==> config.mk <==
export PLATFORM = sky130hd
export DESIGN_NAME = step_motor_multi_axis
export DESIGN_NICKNAME = d
export VERILOG_FILES = /design/src/rtl/step_motor_pkg.sv /design/src/rtl/step_motor_axis.sv /design/src/rtl/step_motor_multi_axis.sv
export SDC_FILE = /design/constraint.sdc
export NUM_CORES = 2
export LEC_CHECK = 0
export ABC_AREA = 1
export CAP_MARGIN = 15
export CORE_MARGIN = 10
export CORE_UTILIZATION = 60
export DETAILED_ROUTE_END_ITERATION = 16
export PLACE_DENSITY = 0.78
export SLEW_MARGIN = 15
export SYNTH_ARGS = -nofsm -noshare
export SYNTH_HDL_FRONTEND = slang
export SYNTH_SLANG_ARGS = --single-unit
==> constraint.sdc <==
create_clock -name csi_MCLK_clk -period 7.8 [get_ports csi_MCLK_clk]
set_clock_uncertainty 0.2 [all_clocks]
set_input_delay 1.95 -clock csi_MCLK_clk [delete_from_list [all_inputs] [get_ports csi_MCLK_clk]]
set_output_delay 1.95 -clock csi_MCLK_clk [all_outputs]
set_load 0.005 [all_outputs]
==> src/rtl/step_motor_pkg.sv <==
// Shared definitions for the multi-axis stepper controller: register map,
// ctrl/status bit positions, coil phase table, move FSM states.
package step_motor_pkg;

   localparam logic [2:0] REG_PERIOD   = 3'd0;
   localparam logic [2:0] REG_DUTY_A   = 3'd1;
   localparam logic [2:0] REG_DUTY_B   = 3'd2;
   localparam logic [2:0] REG_INTERVAL = 3'd3;
   localparam logic [2:0] REG_COUNT    = 3'd4;
   localparam logic [2:0] REG_CTRL     = 3'd5;
   localparam logic [2:0] REG_POS      = 3'd6;
   localparam logic [2:0] REG_STATUS   = 3'd7;

   localparam int CTRL_EN   = 0;
   localparam int CTRL_DIR  = 1;
   localparam int CTRL_HALF = 2;
   localparam int CTRL_IRQ  = 3;

   localparam int ST_BUSY = 0;
   localparam int ST_DONE = 1;

   // Phase table entry bits: {A+, A-, B+, B-}
   localparam int PH_AP = 3;
   localparam int PH_AN = 2;
   localparam int PH_BP = 1;
   localparam int PH_BN = 0;

   // Index 7 is the leftmost element, index 0 the rightmost.
   localparam logic [7:0][3:0] PHASE_TBL = {
      4'b1001,   // 7 A+ B-
      4'b0001,   // 6 B-
      4'b0101,   // 5 A- B-
      4'b0100,   // 4 A-
      4'b0110,   // 3 A- B+
      4'b0010,   // 2 B+
      4'b1010,   // 1 A+ B+
      4'b1000    // 0 A+
   };

   typedef enum logic {S_IDLE, S_RUN} move_state_e;

   // Merge write data into an existing word under byte-lane enables.
   function automatic logic [31:0] be_merge(input logic [31:0] old_w,
                                            input logic [31:0] new_w,
                                            input logic [3:0]  be);
      logic [31:0] r;
      for (int i = 0; i < 4; i++)
         r[i*8 +: 8] = be[i] ? new_w[i*8 +: 8] : old_w[i*8 +: 8];
      return r;
   endfunction

endpackage

==> src/rtl/step_motor_axis.sv <==
// One stepper axis: register file, step-rate timer, move FSM, phase/position
// tracking, two-channel PWM chopper and active-low coil/bridge outputs.
module step_motor_axis
   import step_motor_pkg::*;
#(
   parameter int PWM_W  = 16,
   parameter int RATE_W = 24,
   parameter int POS_W  = 32
) (
   input  logic        clk,
   input  logic        rst_n,
   input  logic        wr_en,
   input  logic [2:0]  reg_addr,
   input  logic [31:0] wdata,
   input  logic [3:0]  byteen,
   output logic [31:0] rd_word,
   output logic        irq,
   output logic        coil_ax,
   output logic        coil_ay,
   output logic        coil_bx,
   output logic        coil_by,
   output logic        bridge_ae,
   output logic        bridge_be
);

   // Programmed (host-visible) registers
   logic [PWM_W-1:0]  period_q, period_d;
   logic [PWM_W-1:0]  duty_a_q, duty_a_d;
   logic [PWM_W-1:0]  duty_b_q, duty_b_d;
   logic [RATE_W-1:0] interval_q, interval_d;
   logic [31:0]       count_q, count_d;
   logic [3:0]        ctrl_q, ctrl_d;
   // Working copies, reloaded only on timer / PWM cycle boundaries
   logic [PWM_W-1:0]  per_act_q, per_act_d;
   logic [PWM_W-1:0]  da_act_q, da_act_d;
   logic [PWM_W-1:0]  db_act_q, db_act_d;
   logic [RATE_W-1:0] int_act_q, int_act_d;
   // Motion state
   move_state_e              state_q, state_d;
   logic [RATE_W-1:0]        timer_q, timer_d;
   logic [31:0]              remaining_q, remaining_d;
   logic [2:0]               phase_q, phase_d;
   logic signed [POS_W-1:0]  position_q, position_d;
   logic                     done_q, done_d;
   logic [PWM_W-1:0]         pwm_cnt_q, pwm_cnt_d;

   logic [31:0]       wmerge;
   logic [RATE_W-1:0] lim;
   logic              tc, start, kill, step, busy;
   logic              pwm_a, pwm_b;
   logic [3:0]        ph;

   assign busy = (state_q == S_RUN);

   // Register readback; current values, so a same-cycle write is not seen
   always_comb begin
      rd_word = 32'd0;
      case (reg_addr)
         REG_PERIOD:   rd_word = 32'(period_q);
         REG_DUTY_A:   rd_word = 32'(duty_a_q);
         REG_DUTY_B:   rd_word = 32'(duty_b_q);
         REG_INTERVAL: rd_word = 32'(interval_q);
         REG_COUNT:    rd_word = count_q;
         REG_CTRL:     rd_word = 32'(ctrl_q);
         REG_POS:      rd_word = 32'(position_q);
         REG_STATUS:   rd_word = {30'd0, done_q, busy};
         default:      rd_word = 32'd0;
      endcase
   end

   assign wmerge = be_merge(rd_word, wdata, byteen);

   // Next-state logic: register writes, move FSM, stepping and PWM counter
   always_comb begin
      period_d    = period_q;
      duty_a_d    = duty_a_q;
      duty_b_d    = duty_b_q;
      interval_d  = interval_q;
      count_d     = count_q;
      ctrl_d      = ctrl_q;
      per_act_d   = per_act_q;
      da_act_d    = da_act_q;
      db_act_d    = db_act_q;
      int_act_d   = int_act_q;
      state_d     = state_q;
      timer_d     = timer_q;
      remaining_d = remaining_q;
      phase_d     = phase_q;
      position_d  = position_q;
      done_d      = done_q;
      pwm_cnt_d   = pwm_cnt_q;
      start       = 1'b0;
      kill        = 1'b0;
      step        = 1'b0;

      lim = (int_act_q < RATE_W'(2)) ? RATE_W'(2) : int_act_q;
      tc  = (timer_q == lim - RATE_W'(1));

      if (wr_en) begin
         case (reg_addr)
            REG_PERIOD:   period_d   = wmerge[PWM_W-1:0];
            REG_DUTY_A:   duty_a_d   = wmerge[PWM_W-1:0];
            REG_DUTY_B:   duty_b_d   = wmerge[PWM_W-1:0];
            REG_INTERVAL: interval_d = wmerge[RATE_W-1:0];
            REG_COUNT: begin
               count_d = wmerge;
               start   = (wmerge != 32'd0) && ctrl_q[CTRL_EN];
            end
            REG_CTRL: begin
               ctrl_d = wdata[3:0];
               kill   = !wdata[CTRL_EN];
            end
            REG_STATUS: begin
               kill = wdata[ST_BUSY];
               if (wdata[ST_DONE]) done_d = 1'b0;
            end
            default: ;
         endcase
      end

      if (state_q == S_RUN) begin
         if (kill) begin
            // Abort / disable: stop now, hold phase and position, no done
            state_d = S_IDLE;
         end else begin
            timer_d = tc ? RATE_W'(0) : timer_q + RATE_W'(1);
            if (tc) begin
               step        = 1'b1;
               int_act_d   = interval_q;
               remaining_d = remaining_q - 32'd1;
               if (remaining_q == 32'd1) begin
                  state_d = S_IDLE;
                  done_d  = 1'b1;
               end
            end
            // Reload on a new count; the timer keeps running
            if (start) begin
               remaining_d = wmerge;
               state_d     = S_RUN;
               if (tc && remaining_q == 32'd1) done_d = done_q;
            end
         end
      end else begin
         int_act_d = interval_q;
         if (start) begin
            state_d     = S_RUN;
            remaining_d = wmerge;
            timer_d     = RATE_W'(0);
            done_d      = 1'b0;
         end
      end

      if (step) begin
         if (ctrl_q[CTRL_DIR]) begin
            phase_d    = phase_q + (ctrl_q[CTRL_HALF] ? 3'd1 : 3'd2);
            position_d = position_q + POS_W'(1);
         end else begin
            phase_d    = phase_q - (ctrl_q[CTRL_HALF] ? 3'd1 : 3'd2);
            position_d = position_q - POS_W'(1);
         end
      end

      // PWM counter; new period/duty values are adopted only at wrap
      if (per_act_q == '0 || pwm_cnt_q >= per_act_q - PWM_W'(1)) begin
         pwm_cnt_d = '0;
         per_act_d = period_q;
         da_act_d  = duty_a_q;
         db_act_d  = duty_b_q;
      end else begin
         pwm_cnt_d = pwm_cnt_q + PWM_W'(1);
      end
   end

   // State registers with synchronous active-low reset
   always_ff @(posedge clk) begin
      if (!rst_n) begin
         period_q    <= '0;
         duty_a_q    <= '0;
         duty_b_q    <= '0;
         interval_q  <= '0;
         count_q     <= '0;
         ctrl_q      <= '0;
         per_act_q   <= '0;
         da_act_q    <= '0;
         db_act_q    <= '0;
         int_act_q   <= '0;
         state_q     <= S_IDLE;
         timer_q     <= '0;
         remaining_q <= '0;
         phase_q     <= '0;
         position_q  <= '0;
         done_q      <= 1'b0;
         pwm_cnt_q   <= '0;
      end else begin
         period_q    <= period_d;
         duty_a_q    <= duty_a_d;
         duty_b_q    <= duty_b_d;
         interval_q  <= interval_d;
         count_q     <= count_d;
         ctrl_q      <= ctrl_d;
         per_act_q   <= per_act_d;
         da_act_q    <= da_act_d;
         db_act_q    <= db_act_d;
         int_act_q   <= int_act_d;
         state_q     <= state_d;
         timer_q     <= timer_d;
         remaining_q <= remaining_d;
         phase_q     <= phase_d;
         position_q  <= position_d;
         done_q      <= done_d;
         pwm_cnt_q   <= pwm_cnt_d;
      end
   end

   // Coil drives: active-low, gated by phase polarity, chopper and enable
   always_comb begin
      ph        = PHASE_TBL[phase_q];
      pwm_a     = (per_act_q != '0) && (pwm_cnt_q < da_act_q);
      pwm_b     = (per_act_q != '0) && (pwm_cnt_q < db_act_q);
      coil_ax   = !(ph[PH_AP] && pwm_a && ctrl_q[CTRL_EN]);
      coil_ay   = !(ph[PH_AN] && pwm_a && ctrl_q[CTRL_EN]);
      coil_bx   = !(ph[PH_BP] && pwm_b && ctrl_q[CTRL_EN]);
      coil_by   = !(ph[PH_BN] && pwm_b && ctrl_q[CTRL_EN]);
      bridge_ae = !ctrl_q[CTRL_EN];
      bridge_be = !ctrl_q[CTRL_EN];
      irq       = done_q && ctrl_q[CTRL_IRQ];
   end

endmodule

==> src/rtl/step_motor_multi_axis.sv <==
// Avalon-MM front end for NUM_AXES stepper axes: address decode, registered
// read mux and interrupt OR. Per-axis logic lives in step_motor_axis.
module step_motor_multi_axis
   import step_motor_pkg::*;
#(
   parameter int NUM_AXES = 2,
   parameter int PWM_W    = 16,
   parameter int RATE_W   = 24,
   parameter int POS_W    = 32,
   localparam int ADDR_W  = 3 + $clog2(NUM_AXES)
) (
   input  logic                csi_MCLK_clk,
   input  logic                rsi_MRST_reset_n,
   input  logic [ADDR_W-1:0]   avs_ctrl_address,
   input  logic [31:0]         avs_ctrl_writedata,
   output logic [31:0]         avs_ctrl_readdata,
   input  logic [3:0]          avs_ctrl_byteenable,
   input  logic                avs_ctrl_write,
   input  logic                avs_ctrl_read,
   output logic                avs_ctrl_waitrequest,
   output logic                ins_irq_irq,
   output logic [NUM_AXES-1:0] AX,
   output logic [NUM_AXES-1:0] AY,
   output logic [NUM_AXES-1:0] BX,
   output logic [NUM_AXES-1:0] BY,
   output logic [NUM_AXES-1:0] AE,
   output logic [NUM_AXES-1:0] BE
);

   logic [ADDR_W:0]     addr_ext;
   logic [ADDR_W-3:0]   axis_sel;
   logic [31:0]         rd_words [NUM_AXES];
   logic [NUM_AXES-1:0] irq_vec;
   logic [31:0]         rd_sel;
   logic [31:0]         readdata_q, readdata_d;

   assign avs_ctrl_waitrequest = 1'b0;
   // Zero-extend so the axis field exists even for a single axis
   assign addr_ext = {1'b0, avs_ctrl_address};
   assign axis_sel = addr_ext[ADDR_W:3];

   for (genvar i = 0; i < NUM_AXES; i++) begin : g_axis
      step_motor_axis #(
         .PWM_W  (PWM_W),
         .RATE_W (RATE_W),
         .POS_W  (POS_W)
      ) u_axis (
         .clk       (csi_MCLK_clk),
         .rst_n     (rsi_MRST_reset_n),
         .wr_en     (avs_ctrl_write && (axis_sel == (ADDR_W-2)'(i))),
         .reg_addr  (avs_ctrl_address[2:0]),
         .wdata     (avs_ctrl_writedata),
         .byteen    (avs_ctrl_byteenable),
         .rd_word   (rd_words[i]),
         .irq       (irq_vec[i]),
         .coil_ax   (AX[i]),
         .coil_ay   (AY[i]),
         .coil_bx   (BX[i]),
         .coil_by   (BY[i]),
         .bridge_ae (AE[i]),
         .bridge_be (BE[i])
      );
   end

   // Read mux; axes beyond NUM_AXES read as zero
   always_comb begin
      rd_sel = 32'd0;
      for (int i = 0; i < NUM_AXES; i++)
         if (axis_sel == (ADDR_W-2)'(i)) rd_sel = rd_words[i];
      readdata_d = avs_ctrl_read ? rd_sel : readdata_q;
   end

   // One-cycle read latency; data held between reads
   always_ff @(posedge csi_MCLK_clk) begin
      if (!rsi_MRST_reset_n) readdata_q <= 32'd0;
      else                   readdata_q <= readdata_d;
   end

   assign avs_ctrl_readdata = readdata_q;
   assign ins_irq_irq       = |irq_vec;

endmodule

==> Implementation_results.wiki <==
{| class="wikitable"
! Metric !! Value
|-
| Buffers from clock root to sink, at most || 3
|-
| Footprint of the multi-input gates || 19940 µm²
|-
| Share of post-route cells with drive strength above 1 || around 4.0%
|-
| Global placer's final weighted congestion || 1.016
|-
| Hold Vio Cnt, Final || 0
|-
| Yosys warning total || 0
|-
| Uppermost layer routed || met5
|-
| Number of flops mapped to enable cells by yosys || 0
|-
| Routed length per instance || roughly 18 µm
|-
| DRC Markers || 0
|-
| Total length of routed met2 wires || 47.16 mm
|-
| Level count of the clock H-tree || 3
|-
| Number of nets still failing antenna checks after routing || 0
|-
| Highest attainable clock frequency || 0.1585 GHz
|-
| Accumulated negative setup slack || 0 ns
|-
| Prevailing post-synth register cell || sky130_fd_sc_hd__dfxtp_1
|-
| Top cell type by total area after synthesis || sky130_fd_sc_hd__dfxtp_1
|-
| Fraction of post-synthesis cell area in the top cell type by area || 33.59%
|-
| Pre-Repair DR Iteration Count || 6
|-
| Die outline width || 267.8 µm
|-
| Remaining global-route overflow || 0
|-
| Number of placement rows || 90
|-
| Routed wire length || 114.2 mm
|-
| Root Buffer Master || sky130_fd_sc_hd__clkbuf_16
|-
| Final setup vio count || 0
|-
| Standard cell area after detailed placement || 37770 µm²
|-
| Area occupied by registers || 12370 µm²
|-
| Startpoint kind of the worst setup timing path || input port
|-
| Worst supply voltage drop on vdd || 0.0002357 V
|-
| Maximum fanout along the worst path || 42
|-
| Top cells by area, synth || sky130_fd_sc_hd__dfxtp_1 34%, sky130_fd_sc_hd__nand2_1 11%, sky130_fd_sc_hd__inv_1 8.9%
|-
| Critical Path Most Common Cell || sky130_fd_sc_hd__nand2_1
|-
| Commonest cells in the netlist || 1046 x sky130_fd_sc_hd__nand2_1, 878 x sky130_fd_sc_hd__inv_1, 618 x sky130_fd_sc_hd__dfxtp_1
|-
| Initial core utilization || about three fifths
|-
| Syn-to-layout area delta || 9.505%
|-
| Synthesized net count || 5749
|-
| Vertical die dimension || 267.8 µm
|-
| First-pass GRT wire length || 177.9 mm
|-
| Drt initial violations || roughly 4400
|-
| Maximum number of pins on one net before global-route repair || 144
|-
| Antenna violations before repair || 4
|-
| Sequential area share after synthesis || 33.59%
|-
| Met3 layer wire length in the routed design || ~13 mm
|-
| Static leakage power || around 19 nW
|-
| Postcts setup bufs || 0
|-
| Async SR Flop Fraction || 0%
|-
| DPL Wire Length || 82.34 mm
|-
| Max-cap viol count || 0
|-
| Headroom to the max-slew limit || 24.25%
|-
| Sinks on Clock Net || 618
|-
| Total GRT Usage || between 30% and 40%
|-
| Number of cells produced by synthesis || about 5500
|-
| Critical path, cell by cell || clkdlybuf4s50_1 -> inv_2 -> nand3_2 -> inv_2 -> nand2_1 -> o21ai_0 -> nand3b_1 -> inv_1 -> o21ai_1 -> nor2_1 -> nand2_1 -> nor2_1 -> nand3_1 -> nand3_2 -> nand2_2 -> buf_4 -> nand2_2 -> inv_2 -> nand2_1 -> nand2_1 -> nor2_1
|-
| Quantity of gates resized following cts || 0
|-
| Via count of the first global-routing pass || around 32000
|-
| Core area || 60580 µm²
|-
| Vias per std cell || 5.722
|-
| Critical Path Sink Type || register
|-
| Power Total || roughly 9.5 mW
|-
| Final Max Tran Viols || 0
|-
| Floorplan die area || 71700 µm²
|-
| Ratio of final minimum period to clock period || 80.88%
|-
| Number of buffers inserted for hold repair after clock tree synthesis || 0
|-
| Max incr delay on CP || approximately 0.7 ns
|-
| Flop and latch count out of synthesis || 618
|-
| Arrival time of the worst setup path || about 6.6 ns
|-
| Power density over the cells || 236.2 nW/µm²
|-
| Library cells used by synthesis || 60
|-
| Number of clock buffers inserted by TritonCTS || about 70
|-
| Unrepaired setup endpoints after global routing || no
|-
| Total vias in the final route || 36150
|-
| Io pins || 90
|-
| Mean instance size in the synthesized netlist || 6.654 µm²
|-
| CTS clk-pin slew, worst paths || roughly 0.060 ns
|-
| Leading cell type by number of instances after synthesis || sky130_fd_sc_hd__nand2_1
|-
| Time the final worst path needs with I/O delays and setup || 6.309 ns
|-
| Final instance area || 40330 µm²
|-
| Worst Max-Slew Pin Slew || approximately 1.1 ns
|-
| Class of the most critical setup path || in2reg
|-
| Worst min path class || reg2reg
|-
| Netlist Area Pre-Place || 36830 µm²
|-
| Net count, final || 5695
|-
| Buffers added on ports || between 80 and 90
|-
| Clock tree from TritonCTS || done
|-
| Worst-Skew Late Latency || 0.64 ns
|-
| Number of inserted filler cells in the final layout || ~5400
|-
| Result of the run || complete, no violations
|-
| Length of routed wiring on met1 || 50.27 mm
|-
| Slowest stage cell on the critical path || sky130_fd_sc_hd__inv_2
|-
| Endpoint required time on the critical path || approximately 8.1 ns
|}
flip-flops by register name (all words and copies together) (netlist names), 32 cells and up:
name and count:
g_axis.u_axis.duty_b_q 32, g_axis.u_axis.position_q 64, g_axis.u_axis.count_q 64, g_axis.u_axis.per_act_q 32, g_axis.u_axis.timer_q 48, g_axis.u_axis.da_act_q 32, g_axis.u_axis.int_act_q 48, g_axis.u_axis.db_act_q 32
g_axis.u_axis.pwm_cnt_q 32, g_axis.u_axis.period_q 32, g_axis.u_axis.interval_q 48, g_axis.u_axis.duty_a_q 32, avs_ctrl_readdata 32, g_axis.u_axis.remaining_q 64
cell usage in the layout (no fill, tap or decap), types with 31 or more instances in the layout:
master / n
sky130_fd_sc_hd__a21oi_1: 565
sky130_fd_sc_hd__nor3_1: 89
sky130_fd_sc_hd__inv_1: 877
sky130_fd_sc_hd__ha_1: 166
sky130_fd_sc_hd__nand2_1: 1044
sky130_fd_sc_hd__xnor2_1: 65
sky130_fd_sc_hd__xor2_1: 156
sky130_fd_sc_hd__nor2_1: 566
sky130_fd_sc_hd__buf_4: 31
sky130_fd_sc_hd__nand4_1: 87
sky130_fd_sc_hd__o22ai_1: 33
sky130_fd_sc_hd__nand3_1: 239
sky130_fd_sc_hd__a211oi_1: 42
sky130_fd_sc_hd__o211ai_1: 37
sky130_fd_sc_hd__dfxtp_1: 618
sky130_fd_sc_hd__o21ai_0: 472
sky130_fd_sc_hd__clkbuf_16: 76
sky130_fd_sc_hd__clkdlybuf4s50_1: 87
per-layer routing:
metal / GRT usage (%) / vias to the layer above
li1: - / 17810
met5: 0 / -
met1: 44.03 / 16340
met2: 45.70 / 1764
met3: 6.106 / 241
met4: 10.76 / 6
worst paths after layout:
check	start	end	slack, ns	depth (start not counted)
setup / recovery	avs_ctrl_address[0]	g_axis[1].u_axis.remaining_q[0]	1.49	21
hold / removal	g_axis[0].u_axis.pwm_cnt_q[0]	g_axis[0].u_axis.pwm_cnt_q[0]	0.26	1
setup reg to reg	g_axis[0].u_axis.int_act_q[18]	g_axis[0].u_axis.timer_q[11]	2.31	18
hold reg to reg	g_axis[0].u_axis.pwm_cnt_q[0]	g_axis[0].u_axis.pwm_cnt_q[0]	0.26	1
critical path: cells and delay by family:
family                 cells  cell delay, ns
AND/OR/NAND/NOR           13            1.64
buffers and inverters      6            2.43
AO/OA/AOI/OAI              2            0.53
kinds of logic after synthesis:
| family | Yosys count | synth area share [%] |
|---|---|---|
| flip-flops | 618 | 33.59 |
| XOR/XNOR | 221 | 5.255 |
| adder cells (fa/ha/maj) | 170 | 5.857 |
| other | 1 | 0.01018 |
| AO/OA/AOI/OAI | 1253 | 18.40 |
| AND/OR/NAND/NOR | 2135 | 24.58 |
| buffers and inverters | 1137 | 12.30 |
where the power goes:
part	switching, mW	internal, mW	total (mW)
clock network	1.40	2.24	3.64
registers	0.162	3.41	3.57
logic	1.51	0.802	2.31
total	3.07	6.45	9.53
through the flow:
stage / cells / utilization, % / hold slack, ns / setup WS [ns]
finish: 6318 / 66.57 / 0.2644 / 1.491
global route: 6317 / 66.57 / 0.2788 / 1.120
CTS: 6316 / 66.52 / 0.2648 / 1.678
detailed placement: 6189 / 62.35 / 0.2522 / 1.035
global placement: 6189 / 62.35 / 0.2405 / 1.142
floorplan: 5535 / - / 0.2297 / 3.483
layout make-up:
| type | count | share of cell area (%) |
|---|---|---|
| sequential | 618 | 30.67 |
| inverter | 889 | 8.292 |
| multi-input combinational | 3780 | 49.44 |
| tap | 782 | 2.426 |
| clock buffer | 100 | 5.187 |
| antenna | 1 | 0.006204 |
| timing repair buffer | 121 | 2.888 |
| clock inverter | 27 | 1.083 |
(Power assumes the default switching activity.)
